===== src/rtl/round_pack.sv =====
`default_nettype none
`timescale 1ns/1ps
// ============================================================================
// Module   : round_pack
// Purpose  : Two-stage pipelined IEEE-754 round-and-pack unit. Takes a raw
//            sign / biased exponent / wide significand with special-case
//            flags and produces a packed floating-point word rounded to
//            nearest-even, together with overflow/underflow/inexact status.
//              S1: leading-zero count, normalize, denormalize tiny values
//              S2: round (guard/round/sticky), exponent adjust, pack
// Ports    : clk, rst                 clock, synchronous active-high reset
//            in_valid/in_ready        input handshake
//            in_sign, in_exp, in_sig  raw operand (in_exp is signed, the
//                                     binary point of in_sig is below bit
//                                     IN_SIG_WIDTH-2)
//            in_is_nan/inf/zero       special-case flags
//            out_valid/out_ready      output handshake
//            Z                        packed {sign, exponent, fraction}
//            overflow, underflow,
//            inexact                  status, qualified by out_valid
// Revision : 1.0  initial release
// ============================================================================
module round_pack #(
    parameter int WIDTH        = 32,
    parameter int EXP_WIDTH    = 8,
    parameter int SIG_WIDTH    = 23,
    parameter int IN_SIG_WIDTH = 48
) (
    input  logic                    clk,
    input  logic                    rst,
    input  logic                    in_valid,
    output logic                    in_ready,
    input  logic                    in_sign,
    input  logic [EXP_WIDTH+1:0]    in_exp,
    input  logic [IN_SIG_WIDTH-1:0] in_sig,
    input  logic                    in_is_nan,
    input  logic                    in_is_inf,
    input  logic                    in_is_zero,
    output logic                    out_valid,
    input  logic                    out_ready,
    output logic [WIDTH-1:0]        Z,
    output logic                    overflow,
    output logic                    underflow,
    output logic                    inexact
);

    // Internal exponent is wide enough that normalization by the full
    // significand width can never wrap, whatever in_exp holds.
    localparam int EW  = EXP_WIDTH + 4;
    localparam int LZW = $clog2(IN_SIG_WIDTH + 1);
    localparam int NW  = IN_SIG_WIDTH - 1;      // normalized significand width
    localparam int H   = NW - 1;                // hidden-bit position
    localparam int GB  = H - SIG_WIDTH - 1;     // guard bit
    localparam int RB  = GB - 1;                // round bit

    localparam logic signed [EW-1:0] EXP_MAX = EW'((1 << EXP_WIDTH) - 1);

    localparam logic [1:0] CLS_NORM = 2'd0;
    localparam logic [1:0] CLS_ZERO = 2'd1;
    localparam logic [1:0] CLS_INF  = 2'd2;
    localparam logic [1:0] CLS_NAN  = 2'd3;

    // ------------------------------------------------------------------
    // Handshake
    // ------------------------------------------------------------------
    logic s1_valid_q;
    logic out_valid_q;
    logic s2_ready;

    assign s2_ready = ~out_valid_q | out_ready;
    assign in_ready = ~s1_valid_q | s2_ready;

    // ------------------------------------------------------------------
    // S1: leading-zero count and normalization
    // ------------------------------------------------------------------
    logic [LZW-1:0]         lzc;
    logic [LZW-1:0]         lzc_m1;
    logic signed [EW-1:0]   exp_ext;
    logic signed [EW-1:0]   exp_norm;
    logic [NW-1:0]          sig_norm;
    logic                   sticky_norm;
    logic                   tiny;
    logic [EW-1:0]          den_amt_raw;
    logic [EW-1:0]          den_amt;
    logic [NW-1:0]          lost_mask;

    logic [NW-1:0]          s1_sig_d;
    logic signed [EW-1:0]   s1_exp_d;
    logic                   s1_sticky_d;
    logic                   s1_tiny_d;
    logic [1:0]             s1_cls_d;

    always_comb begin : s1_lzc
        lzc = LZW'(IN_SIG_WIDTH);
        for (int i = 0; i < IN_SIG_WIDTH; i++) begin
            if (in_sig[i]) begin
                lzc = LZW'(IN_SIG_WIDTH - 1 - i);
            end
        end
    end

    always_comb begin : s1_norm
        lzc_m1      = lzc - LZW'(1);
        exp_ext     = {{(EW-EXP_WIDTH-2){in_exp[EXP_WIDTH+1]}}, in_exp};
        sig_norm    = '0;
        sticky_norm = 1'b0;
        exp_norm    = exp_ext;

        if (in_sig[IN_SIG_WIDTH-1]) begin
            // One integer bit too many: drop the LSB into sticky.
            sig_norm    = in_sig[IN_SIG_WIDTH-1:1];
            sticky_norm = in_sig[0];
            exp_norm    = exp_ext + EW'(1);
        end else begin
            // Top bit is zero here, so the narrower slice loses nothing.
            sig_norm = in_sig[NW-1:0] << lzc_m1;
            exp_norm = exp_ext - {{(EW-LZW){1'b0}}, lzc_m1};
        end

        // Tiny results are shifted down to the minimum-exponent scale;
        // everything shifted out is folded into sticky.
        tiny        = exp_norm[EW-1] | (exp_norm == '0);
        den_amt_raw = EW'(1) - exp_norm;
        den_amt     = '0;
        if (tiny) begin
            den_amt = (den_amt_raw >= EW'(IN_SIG_WIDTH)) ? EW'(IN_SIG_WIDTH)
                                                        : den_amt_raw;
        end
        lost_mask   = ~({NW{1'b1}} << den_amt);

        s1_sig_d    = sig_norm >> den_amt;
        s1_sticky_d = sticky_norm | (|(sig_norm & lost_mask));
        s1_exp_d    = exp_norm;
        s1_tiny_d   = tiny;

        if (in_is_nan) begin
            s1_cls_d = CLS_NAN;
        end else if (in_is_inf) begin
            s1_cls_d = CLS_INF;
        end else if (in_is_zero || (in_sig == '0)) begin
            s1_cls_d = CLS_ZERO;
        end else begin
            s1_cls_d = CLS_NORM;
        end
    end

    logic [NW-1:0]          s1_sig_q;
    logic signed [EW-1:0]   s1_exp_q;
    logic                   s1_sticky_q;
    logic                   s1_tiny_q;
    logic [1:0]             s1_cls_q;
    logic                   s1_sign_q;

    // ------------------------------------------------------------------
    // S2: round to nearest even and pack
    // ------------------------------------------------------------------
    logic [SIG_WIDTH:0]     mant;
    logic                   guard_b;
    logic                   round_b;
    logic                   sticky_b;
    logic                   inc;
    logic [SIG_WIDTH+1:0]   sum;
    logic signed [EW-1:0]   e_base;
    logic signed [EW-1:0]   e_fin;
    logic [SIG_WIDTH-1:0]   frac;
    logic                   lost;

    logic [WIDTH-1:0]       z_d;
    logic                   ovf_d;
    logic                   unf_d;
    logic                   inx_d;

    always_comb begin : s2_round
        mant     = s1_sig_q[H -: SIG_WIDTH+1];
        guard_b  = s1_sig_q[GB];
        round_b  = s1_sig_q[RB];
        sticky_b = (|s1_sig_q[RB-1:0]) | s1_sticky_q;
        lost     = guard_b | round_b | sticky_b;
        inc      = guard_b & (round_b | sticky_b | mant[0]);
        sum      = {1'b0, mant} + {{(SIG_WIDTH+1){1'b0}}, inc};
        e_base   = s1_tiny_q ? '0 : s1_exp_q;

        if (sum[SIG_WIDTH+1]) begin
            // Mantissa rounded up to 2.0: renormalize.
            e_fin = e_base + EW'(1);
            frac  = sum[SIG_WIDTH:1];
        end else if (s1_tiny_q && sum[SIG_WIDTH]) begin
            // Subnormal rounded up into the smallest normal.
            e_fin = EW'(1);
            frac  = sum[SIG_WIDTH-1:0];
        end else begin
            e_fin = e_base;
            frac  = sum[SIG_WIDTH-1:0];
        end

        z_d   = '0;
        ovf_d = 1'b0;
        unf_d = 1'b0;
        inx_d = 1'b0;

        case (s1_cls_q)
            CLS_NAN: begin
                z_d[WIDTH-2 -: EXP_WIDTH] = '1;
                z_d[SIG_WIDTH-1]          = 1'b1;
            end
            CLS_INF: begin
                z_d[WIDTH-1]              = s1_sign_q;
                z_d[WIDTH-2 -: EXP_WIDTH] = '1;
            end
            CLS_ZERO: begin
                z_d[WIDTH-1] = s1_sign_q;
            end
            default: begin
                if (e_fin >= EXP_MAX) begin
                    z_d[WIDTH-1]              = s1_sign_q;
                    z_d[WIDTH-2 -: EXP_WIDTH] = '1;
                    ovf_d                     = 1'b1;
                    inx_d                     = 1'b1;
                end else begin
                    z_d   = {s1_sign_q, e_fin[EXP_WIDTH-1:0], frac};
                    inx_d = lost;
                    unf_d = s1_tiny_q & lost;
                end
            end
        endcase
    end

    logic [WIDTH-1:0] z_q;
    logic             ovf_q;
    logic             unf_q;
    logic             inx_q;

    // ------------------------------------------------------------------
    // Pipeline registers
    // ------------------------------------------------------------------
    always_ff @(posedge clk) begin
        if (rst) begin
            s1_valid_q  <= 1'b0;
            s1_sig_q    <= '0;
            s1_exp_q    <= '0;
            s1_sticky_q <= 1'b0;
            s1_tiny_q   <= 1'b0;
            s1_cls_q    <= CLS_ZERO;
            s1_sign_q   <= 1'b0;
            out_valid_q <= 1'b0;
            z_q         <= '0;
            ovf_q       <= 1'b0;
            unf_q       <= 1'b0;
            inx_q       <= 1'b0;
        end else begin
            if (in_ready) begin
                s1_valid_q <= in_valid;
                if (in_valid) begin
                    s1_sig_q    <= s1_sig_d;
                    s1_exp_q    <= s1_exp_d;
                    s1_sticky_q <= s1_sticky_d;
                    s1_tiny_q   <= s1_tiny_d;
                    s1_cls_q    <= s1_cls_d;
                    s1_sign_q   <= in_sign;
                end
            end
            if (s2_ready) begin
                out_valid_q <= s1_valid_q;
                if (s1_valid_q) begin
                    z_q   <= z_d;
                    ovf_q <= ovf_d;
                    unf_q <= unf_d;
                    inx_q <= inx_d;
                end
            end
        end
    end

    assign out_valid = out_valid_q;
    assign Z         = z_q;
    assign overflow  = ovf_q;
    assign underflow = unf_q;
    assign inexact   = inx_q;

endmodule
`default_nettype wire


===== config.mk =====
export PLATFORM = sky130hd
export DESIGN_NAME = round_pack
export DESIGN_NICKNAME = d
export VERILOG_FILES = /design/src/rtl/round_pack.sv
export SDC_FILE = /design/constraint.sdc
export NUM_CORES = 1
export LEC_CHECK = 0
export CAP_MARGIN = 20
export CORE_MARGIN = 3
export CORE_UTILIZATION = 40
export DETAILED_ROUTE_END_ITERATION = 8
export SLEW_MARGIN = 20
export SYNTH_ARGS = -nofsm -noshare
export SYNTH_HDL_FRONTEND = slang
export SYNTH_SLANG_ARGS = --single-unit

===== constraint.sdc =====
create_clock -name clk -period 11.7 [get_ports clk]
set_input_delay 2.34 -clock clk [delete_from_list [all_inputs] [get_ports clk]]
set_output_delay 2.34 -clock clk [all_outputs]
set_load 0.005 [all_outputs]

==> impl_metrics.toml <==
[status]
outcome = "completed"

[timing]
tightest_slew_ns = 1.11
setup_viol = 0
hold_viol = 0
finClkSkew_ns = 0.0133
final-max-slew-violation-count = 0
whs_ns = 0.451
rsz0062_at_grt = "no"
fin_crit_ns = 10.94
slew-limit-headroom_pct = 24.4
post-route-period-util_pct = 93.5
setup_tns_ns = 0
fmax_mhz = 91.4

[pwr]
ir_drop_mv = 0.0780
power_leakage_nw = 5.72
intPower_mw = 0.930
pwr-share-seq_pct = 21.2
power_switching_mw = 1.05
p_per_area_nw_per_um2 = 123
swShare_pct = 53.0
comb_power_share_pct = 63.5
total_power_mw = 1.98
clock_power_share_pct = 15.3

[worst_setup_path]
rrSetupSlack_ns = 6.90
rr_endpoint = "Z[1]"
cp_data_required_time_ns = 11.97
r2r.worst_path.cells = 18
critical-path-max-stage-delay_ns = 0.70
setup.worst_path.end_class = "flop"
r2r-start = "s1_sig_q[22]"
crit_fanout = 17
cp-start-kind = "input port"
cp.arrival_ns = 11.21
cp_slowest_cell = "clkdlybuf4s50_1"
path_class = "input port to flop"

[min_path]
min_path_cells = 2
holdPathEnd = "s1_exp_q[1]"
holdCritPathClass = "flop to flop"
min_from = "s1_exp_q[1]"

[floorplan]
design.die.area_um2 = 38300
core-area_um2 = 35100
row_count = 68
die_w_um = 196
ios = 103
die_height_um = 196
initial_core_util_pct = 41.1

[finish]
mostFrequentLayoutCells = "nand2_1, nor2_1, a21oi_1"
drive_gt1_share_pct = 8.85
multiInputGateArea_um2 = 11400
final_util_pct = 45.7
fillers = 3693
finalNetCount = 2202
fin_area_um2 = 16000
area.growth.synth_to_final_pct = 11.3
seqCellArea_um2 = 2000
mostFrequentLayoutCell = "nand2_1"

[yosys]
synth_compound_area_share_pct = 41.4
synthAdderAreaFrac_pct = 1.44
yosys_most_used_dff = "dfxtp_1"
ys_warn_count = 0
yosys.area_share.simple_pct = 27.2
synthXorXnorAreaFrac_pct = 2.61
synth_mux_area_share_pct = 6.60
synth.net_count = 2201
ys_seq_area_share_pct = 13.9
synth_edf_count = 0
async_flop_share_pct = 0
ys_ff_latch = 100
syn_avg_cell_area_um2 = 6.80
synth_top_family_by_area = "compound AO/OA/AOI/OAI gates"
synth_cell_types = 108
syn_area_um2 = 14400
synthCells = 2119

[grt]
grt_antenna_before_repair = 2
grt_use_met2_pct = 53.6
grt_max_degree = 77
gr-usage-met1_pct = 52.6
grt_pass1_wl_um = 111000
track_usage_pct = 37.2
grtUsageMet3_pct = 13.0
grt_pass1_vias = 17000
grt.busiest_layer = "met2"
overflow = 0

[drt]
vias = 18600
wl_per_cell_um = 28.7
dr.pass1.iters = 6
vias_per_cell = 7.21
drcViolationCount = 0
wirelength_um = 74200
drtIter0Drc = 2374
ant_nets = 0

[clocking]
hold_buffers = 0
cts_setup_buffers = 0
cts_resized = 0
clk_pin_slew_ns = 0.08
insertion_delay_ns = 0.38
cts_root_buf = "clkbuf_16"
cts_sinks = 100
htreeDepth = 3
cts_inserted_buffers = 9
cts_tree = "yes"
cts_buffer_depth = 2

[place]
dpl.hpwl_um = 56500
routabilityCongestion = 1.03
io_buffers = 102
dpl_cell_area_um2 = 15700

[run]
drv_cap = 0
how the worst max path moves through the flow:
stage	start	slack [ns]	end
3_3_place_gp	in_sig[24]	0.99	s1_sticky_q
2_1_floorplan	in_sig[11]	1.55	s1_sig_q[1]
6_report	in_sig[28]	0.76	s1_sig_q[1]
3_5_place_dp	in_sig[28]	0.82	s1_sig_q[1]
4_1_cts	in_sig[28]	1.17	s1_sig_q[1]
5_1_grt	in_sig[28]	0.07	s1_sig_q[32]
per-stage QoR:
step / cells / setup slack (ns)
6_report: 2581 / 0.760
5_1_grt: 2580 / 0.0720
4_1_cts: 2579 / 1.17
3_5_place_dp: 2563 / 0.820
3_3_place_gp: 2563 / 0.989
2_1_floorplan: 2119 / 1.55
power groups by stage:
stage	Combinational (mW)	Sequential [mW]	Clock (mW)
2_1_floorplan	0.767	0.408	0
3_3_place_gp	1.20	0.424	0
3_5_place_dp	1.19	0.425	0
4_1_cts	1.19	0.417	0.306
5_1_grt	1.32	0.423	0.317
6_report	1.25	0.419	0.302
sequential cells by signal, summed over array words and instances (netlist names):
register / flops
s1_cls_q: 2
s1_sig_q: 47
s1_tiny_q: 1
s1_exp_q: 11
out_valid: 1
inexact: 1
underflow: 1
s1_sticky_q: 1
s1_sign_q: 1
Z: 32
overflow: 1
s1_valid_q: 1
layer usage:
layer | share of wire (%) | vias to the layer above
met2 | 41 | 1331
met4 | 3.0 | 4
li1 | - | 8200
met3 | 13 | 170
met1 | 43 | 8911
met5 | 0.044 | -
worst max-delay path: cells and delay by family:
family | cells | cell delay (ns)
AO/OA/AOI/OAI | 11 | 3.65
adder cells (fa/ha/maj) | 2 | 0.72
multiplexers | 1 | 0.30
buffers and inverters | 4 | 1.38
AND/OR/NAND/NOR | 11 | 2.71
XOR/XNOR | 1 | 0.12
synth_stat cells, drive strengths merged, types with 17 or more instances:
cell    number  area (um^2)
nand2      214          803
o22ai       30          188
nor3        75          395
a211o       27          236
nor4        37          250
a22oi       52          390
nand4       22          138
a21oi      189          968
nor2       201          769
and2        27          169
buf         80          440
dfxtp      100         2000
nand3      105          536
mux2i       64          669
xnor2       28          245
inv         37          139
and3        20          125
a31oi       23          144
a211oi      50          423
a221oi      17          161
a22o        17          149
o21a        21          165
nand2b      21          131
o31ai       18          140
clkbuf     108          405
a21o        22          165
o221ai      19          173
o211ai      54          415
o21ai      160          808
cell families after synthesis:
| family | after synthesis |
|---|---|
| AOI/OAI and AO/OA | 850 |
| and+or+nand+nor | 802 |
| buffers and inverters | 225 |
| DFF | 100 |
| muxes | 84 |
| xor gates and xnor gates | 42 |
| adders and majority gates | 16 |
cell type report:
type / instances / share of cell area [%]
multi-input combinational: 1794 / 71.4
antenna: 1 / 0.0156
sequential: 100 / 12.5
tap: 455 / 3.55
clock inverter: 6 / 0.343
clock buffer: 10 / 1.43
timing repair buffer: 178 / 9.94
inverter: 37 / 0.866
(Power assumes the default switching activity.)
